`config.mk`:
```
export PLATFORM = sky130hd
export DESIGN_NAME = counter_sched_311
export DESIGN_NICKNAME = d
export VERILOG_FILES = /design/src/rtl/counter_sched_311_pkg.sv /design/src/rtl/counter_sched_311_prescaler.sv /design/src/rtl/counter_sched_311.sv
export SDC_FILE = /design/constraint.sdc
export NUM_CORES = 1
export LEC_CHECK = 0
export CAP_MARGIN = 20
export CORE_UTILIZATION = 35
export CTS_CLUSTER_DIAMETER = 200
export CTS_CLUSTER_SIZE = 10
export DETAILED_ROUTE_END_ITERATION = 6
export MAX_ROUTING_LAYER = met4
export PLACE_DENSITY = 0.67
export RECOVER_POWER = 50
export SLEW_MARGIN = 20
export SYNTH_ARGS = -nofsm -noshare
export SYNTH_HDL_FRONTEND = slang
export SYNTH_HIERARCHICAL = 1
export SYNTH_SLANG_ARGS = --single-unit
```
`constraint.sdc`:
```
create_clock -name clk_311 -period 2.3 [get_ports clk_311]
set_input_delay 0.575 -clock clk_311 [delete_from_list [all_inputs] [get_ports clk_311]]
set_output_delay 0.575 -clock clk_311 [all_outputs]
set_load 0.05 [all_outputs]
```
`src/rtl/counter_sched_311_pkg.sv`:
```
// Shared state and mode definitions for the counter_sched_311 sequencing controller.
package counter_sched_pkg_311;

  typedef enum logic [1:0] {
    S_IDLE  = 2'd0,
    S_RUN   = 2'd1,
    S_PAUSE = 2'd2,
    S_DONE  = 2'd3
  } state_t;

  localparam logic MODE_ONESHOT = 1'b0;
  localparam logic MODE_RELOAD  = 1'b1;

endpackage

```
`src/rtl/counter_sched_311_prescaler.sv`:
```
// Prescale divider: emits a tick every div+1 enabled clocks; clear restarts the phase.
module prescaler_311 #(
  parameter int PW = 8
) (
  input  logic          clk_311,
  input  logic          reset_311,
  input  logic          clear,
  input  logic          enable,
  input  logic [PW-1:0] div,
  output logic          tick
);

  logic [PW-1:0] cnt;

  assign tick = enable && !clear && (cnt == div);

  always_ff @(posedge clk_311 or negedge reset_311) begin
    if (!reset_311) begin
      cnt <= '0;
    end else if (clear) begin
      cnt <= '0;
    end else if (enable) begin
      cnt <= (cnt == div) ? '0 : cnt + PW'(1);
    end
  end

endmodule

```
`src/rtl/counter_sched_311.sv`:
```
// Start/stop/pause sequencer for the 8-bit up counter with prescaled ticks and done pulse.
// Optional capture register enabled by defining SNAPSHOT_EN.
module counter_sched_311
  import counter_sched_pkg_311::*;
#(
  parameter int WIDTH = 8,
  parameter int PW    = 8
) (
  input  logic             clk_311,
  input  logic             reset_311,
  input  logic             start_311,
  input  logic             stop_311,
  input  logic             pause_311,
  input  logic             mode_311,
  input  logic [WIDTH-1:0] term_311,
  input  logic [PW-1:0]    presc_311,
  output logic [WIDTH-1:0] count_311,
  output logic             busy_311,
  output logic             done_311,
`ifdef SNAPSHOT_EN
  input  logic             capture_311,
  output logic [WIDTH-1:0] snap_311,
`endif
  output logic [1:0]       state_311
);

  state_t           state;
  logic [WIDTH-1:0] term_sh;
  logic [PW-1:0]    presc_sh;
  logic             mode_sh;
  logic             start_ok;
  logic             presc_clear;
  logic             presc_enable;
  logic             tick;

  assign start_ok     = start_311 && ((state == S_IDLE) || (state == S_DONE));
  assign presc_clear  = stop_311 || start_ok;
  // Gating with pause freezes the prescale phase on the same edge the count freezes.
  assign presc_enable = (state == S_RUN) && !pause_311;
  assign state_311    = state;

  prescaler_311 #(.PW(PW)) u_prescaler (
    .clk_311   (clk_311),
    .reset_311 (reset_311),
    .clear     (presc_clear),
    .enable    (presc_enable),
    .div       (presc_sh),
    .tick      (tick)
  );

  always_ff @(posedge clk_311 or negedge reset_311) begin
    if (!reset_311) begin
      state     <= S_IDLE;
      count_311 <= '0;
      busy_311  <= 1'b0;
      done_311  <= 1'b0;
      term_sh   <= '0;
      presc_sh  <= '0;
      mode_sh   <= MODE_ONESHOT;
    end else begin
      done_311 <= 1'b0;
      if (stop_311) begin
        state     <= S_IDLE;
        count_311 <= '0;
        busy_311  <= 1'b0;
      end else if (start_ok) begin
        term_sh   <= term_311;
        presc_sh  <= presc_311;
        mode_sh   <= mode_311;
        count_311 <= '0;
        state     <= S_RUN;
        busy_311  <= 1'b1;
      end else begin
        case (state)
          S_RUN: begin
            if (pause_311) begin
              state <= S_PAUSE;
            end else if (tick) begin
              if (count_311 == term_sh) begin
                done_311 <= 1'b1;
                if (mode_sh == MODE_RELOAD) begin
                  count_311 <= '0;
                end else begin
                  state    <= S_DONE;
                  busy_311 <= 1'b0;
                end
              end else begin
                count_311 <= count_311 + WIDTH'(1);
              end
            end
          end
          S_PAUSE: begin
            if (!pause_311) state <= S_RUN;
          end
          default: ;
        endcase
      end
    end
  end

`ifdef SNAPSHOT_EN
  always_ff @(posedge clk_311 or negedge reset_311) begin
    if (!reset_311) begin
      snap_311 <= '0;
    end else if (capture_311) begin
      snap_311 <= count_311;
    end
  end
`endif

endmodule

```
==> metrics.md <==
| Metric | Value |
|---|---|
| Post-synthesis average cell area | 10.7 µm² |
| Number of hold buffers added after CTS | 0 |
| Final HPWL from detailed placement | about 3100 µm |
| Most numerous cell types in the synthesized netlist | 37 x dfrtp_1, 18 x mux2_2, 16 x nor2_1 |
| Worst Reg2Reg Path Length in Cells | 9 |
| Cts bufs inserted | 5 |
| Type of the most critical hold path | flip-flop to flip-flop |
| Final GP Congestion | around 0.83 |
| Flip-flop cell with the highest count after synthesis | dfrtp_1 |
| Wirelength, routed | 4290 µm |
| Period Utilization, post-route | 97.3% |
| Post-synthesis xor/xnor area fraction | 7.54% |
| Startpoint type of the worst setup path | flip-flop |
| Type of the worst setup path | flip-flop to primary output |
| Power Dens Cells | between 800 and 900 nW/µm² |
| Mapped cell area | between 1500 and 2000 µm² |
| Max-Cap Viols | 0 |
| Largest incremental delay on the critical path | 870 ps |
| Buffers added on ports | 33 |
| Synth top area cells | dfrtp_1 47%, mux2_2 10%, xnor2_1 4.0% |
| Wire length of the first global-routing pass | approximately 7400 µm |
| Post-synthesis adder-cell area fraction | 3.80% |
| Detail Route Antenna Nets | 0 |
| Post-synth EDFFs | 0 |
| # clock sinks | 37 |
| Via count of the first global-routing pass | approximately 1,500 |
| Gate power share | 35.5% |
| Final period demand of the worst path | 2240 ps |
| Mapped Nets | 212 |
| YS warnings | 6 |
| Total power | 2380 µW |
| Signed area change from the synthesized netlist to the final layout | 37.5% |
| First-pass iteration count of the detailed router | 4 |
| Critical path depth | 1 |
| Simple-gate portion of the synthesized area | approximately 14% |
| Core ar. | 5270 µm² |
| Critical Path AT | 1660 ps |
| RSZ-0062 raised after global routing | false |
| Horizontal die dimension | 77.1 µm |
| # nets final | 274 |
| Library cell contributing the largest single delay on the critical path | clkdlybuf4s50_1 |
| Pre-CTS setup slack | -201 ps |
| Highest Clock Rate | 447 MHz |
| Leakage | 0.00116 µW |
| Fraction of final layout cells sized beyond drive strength 1 | 26.7% |
| Proportion of synthesized chip area in sequential cells | 46.9% |
| Peak VDD IR | around 0.49 mV |
| Detailed router's first-iteration violation count | 76 |
| Main combinational cell family by area after synthesis | simple AND/OR/NAND/NOR gates |
| Required time of the worst setup path | 1730 ps |
| Post-synthesis compound-gate area fraction | 12.5% |
| DIE AREA | 5950 µm² |
| Initial antenna violation count | 0 |
| Area after detailed placement | 2580 µm² |
| WL per Instance | 13.5 µm |
| Vert. Die Dim | roughly 77 µm |
| Routed vias | around 1,600 |
| Number of distinct library cells after synthesis | 43 |
| Clock latency reported for the late side of the worst-skew pair | 280 ps |
| Routed via count divided by cell count | between 4 and 5 |
| # diodes | 0 |
| Capturing element type of the critical path | primary output |
| FFs w/ async S/R, synth | 100% |
| Count of endpoints failing hold in the final timing report | 0 |
| Total routing resource utilization after global routing | 16.3% |
| Cell taking the most area after synthesis | dfrtp_1 |
| I/O pin cnt | 34 |
| Clock tree from TritonCTS | done |
| Psw | 768 µW |
| Count of standard-cell rows | 26 |
| Pin count of the biggest net entering global routing | 38 |
| Hold Path Stages | 1 |
| Critical path buffer and inverter count | 1 |
| Clk root buf | clkbuf_8 |
| Result of the run | finished clean |
| Total overflow reported by the global router | 0 |
| Post-layout instance area | between 2000 and 3000 µm² |
| Sequential fraction of design power | 41.3% |
| Crit path max fanout | 7 |
| Fraction of post-synthesis cell area in the top cell type by area | 46.9% |
| Cell breakdown of the critical path | clkdlybuf4s50_1 |
| Total of endpoints with negative setup slack in the final report | 0 |
| Max H-tree Level | 2 |
| Post-synthesis register bit count | 37 |
| Multiplexer share of the synthesized area | 11.9% |
| Power Internal | 1610 µW |
| Final Hold Slack | 527 ps |
| Max transition margin | 39.2% |
| Synth Instances | 184 |
| Max-slew violation total from the final report | 0 |
| Cell class contributing the biggest share of worst-path delay | buffers and inverters |
| Switching power share of the total | 32.2% |
| Buffer depth of the longest clock path | 2 |
| Cell with the most instances after synthesis | dfrtp_1 |
| Least-Margin Pin Slew | about 900 ps |
| Worst Setup Slack, final | just over 60 ps |
| DRC violations left | 0 |
| Accumulated negative setup slack | 0 ps |
| Clock network fraction of total power | 23.2% |
| Worst-path clk slew | 70 ps |
| Setup clock skew after layout | between 6 and 7 ps |
| Initial core utilization | around 37% |
==> flip-flops by register name, indices dropped and copies added, names as in the netlist <==
register and cells:
term_sh 8, count_311 8, presc_sh 8, mode_sh 1, busy_311 1, u_prescaler/cnt 8, state_311 2, done_311 1
==> path summary, 6_finish.rpt <==
path | start | to | slack (ps)
worst max register to register | u_prescaler/cnt[2] | state_311[1] | 150
min in group asynchronous | reset_311 | count_311[6] | 960
worst min register to register | term_sh[7] | term_sh[7] | 530
worst max-delay path | count_311[0] | count_311[0] | 60
max in group asynchronous | reset_311 | u_prescaler/cnt[2] | 720
worst min-delay path | term_sh[7] | term_sh[7] | 530
==> power groups by stage <==
stage	logic (µW)	clock network, µW	registers [µW]
detailed placement	841	0	999
global placement	824	0	996
global route	919	602	1010
CTS	853	571	986
floorplan	525	0	1040
finish	846	554	984
==> cell usage in the layout (no fill, tap or decap), types with 2 or more instances in the layout <==
cell type,n
ha_1,5
or2_1,2
xnor2_1,9
dfrtp_1,34
clkbuf_8,5
a21o_1,3
mux2_1,2
mux2_2,18
o22ai_1,2
a22oi_1,8
nand3_1,8
nand2_1,11
nor3_1,2
clkbuf_1,2
o21ai_1,2
dfrtp_2,3
inv_1,6
buf_4,24
xor2_1,8
o21ai_0,6
nand4_1,4
clkdlybuf4s50_1,32
nor2_1,15
or3_1,3
==> area by class of cell <==
class | count | area (µm²)
multi-input cells | 135 | 1030
flip-flops and latches | 37 | 930
well taps | 70 | 87.6
repair buffers | 60 | 527
clock buffers | 6 | 72.6
fillers | 497 | 2560
clock inverters | 2 | 38.8
inverters | 7 | 26.3
==> repair_timing <==
action                                  4_1_cts  5_1_grt
pin swaps                                     0        4
buffers inserted                              0        3
gates resized for setup                       1        3
endpoints found under the setup margin        1        3
==> per-layer routing <==
layer,vias up,GRT usage (%),share of wire [%]
met5,-,-,0
met4,0,6.23,1.2
met3,5,2.98,3.3
met2,33,23.0,45
met1,752,23.0,50
li1,791,-,-
==> cells by family after synthesis <==
logic type,count (synthesis)
simple gates,57
flops,37
compound gates,34
mux,21
xor+xnor,17
buf+inv,12
fa+ha+maj,6
==> metrics by stage <==
step           cells  utilization, %
4_1_cts          314            51.1
6_report         317            51.5
2_1_floorplan    184               -
3_5_place_dp     306            48.9
3_3_place_gp     306            48.9
5_1_grt          317            51.5
Note: power is estimated with default switching activity, not from simulation.
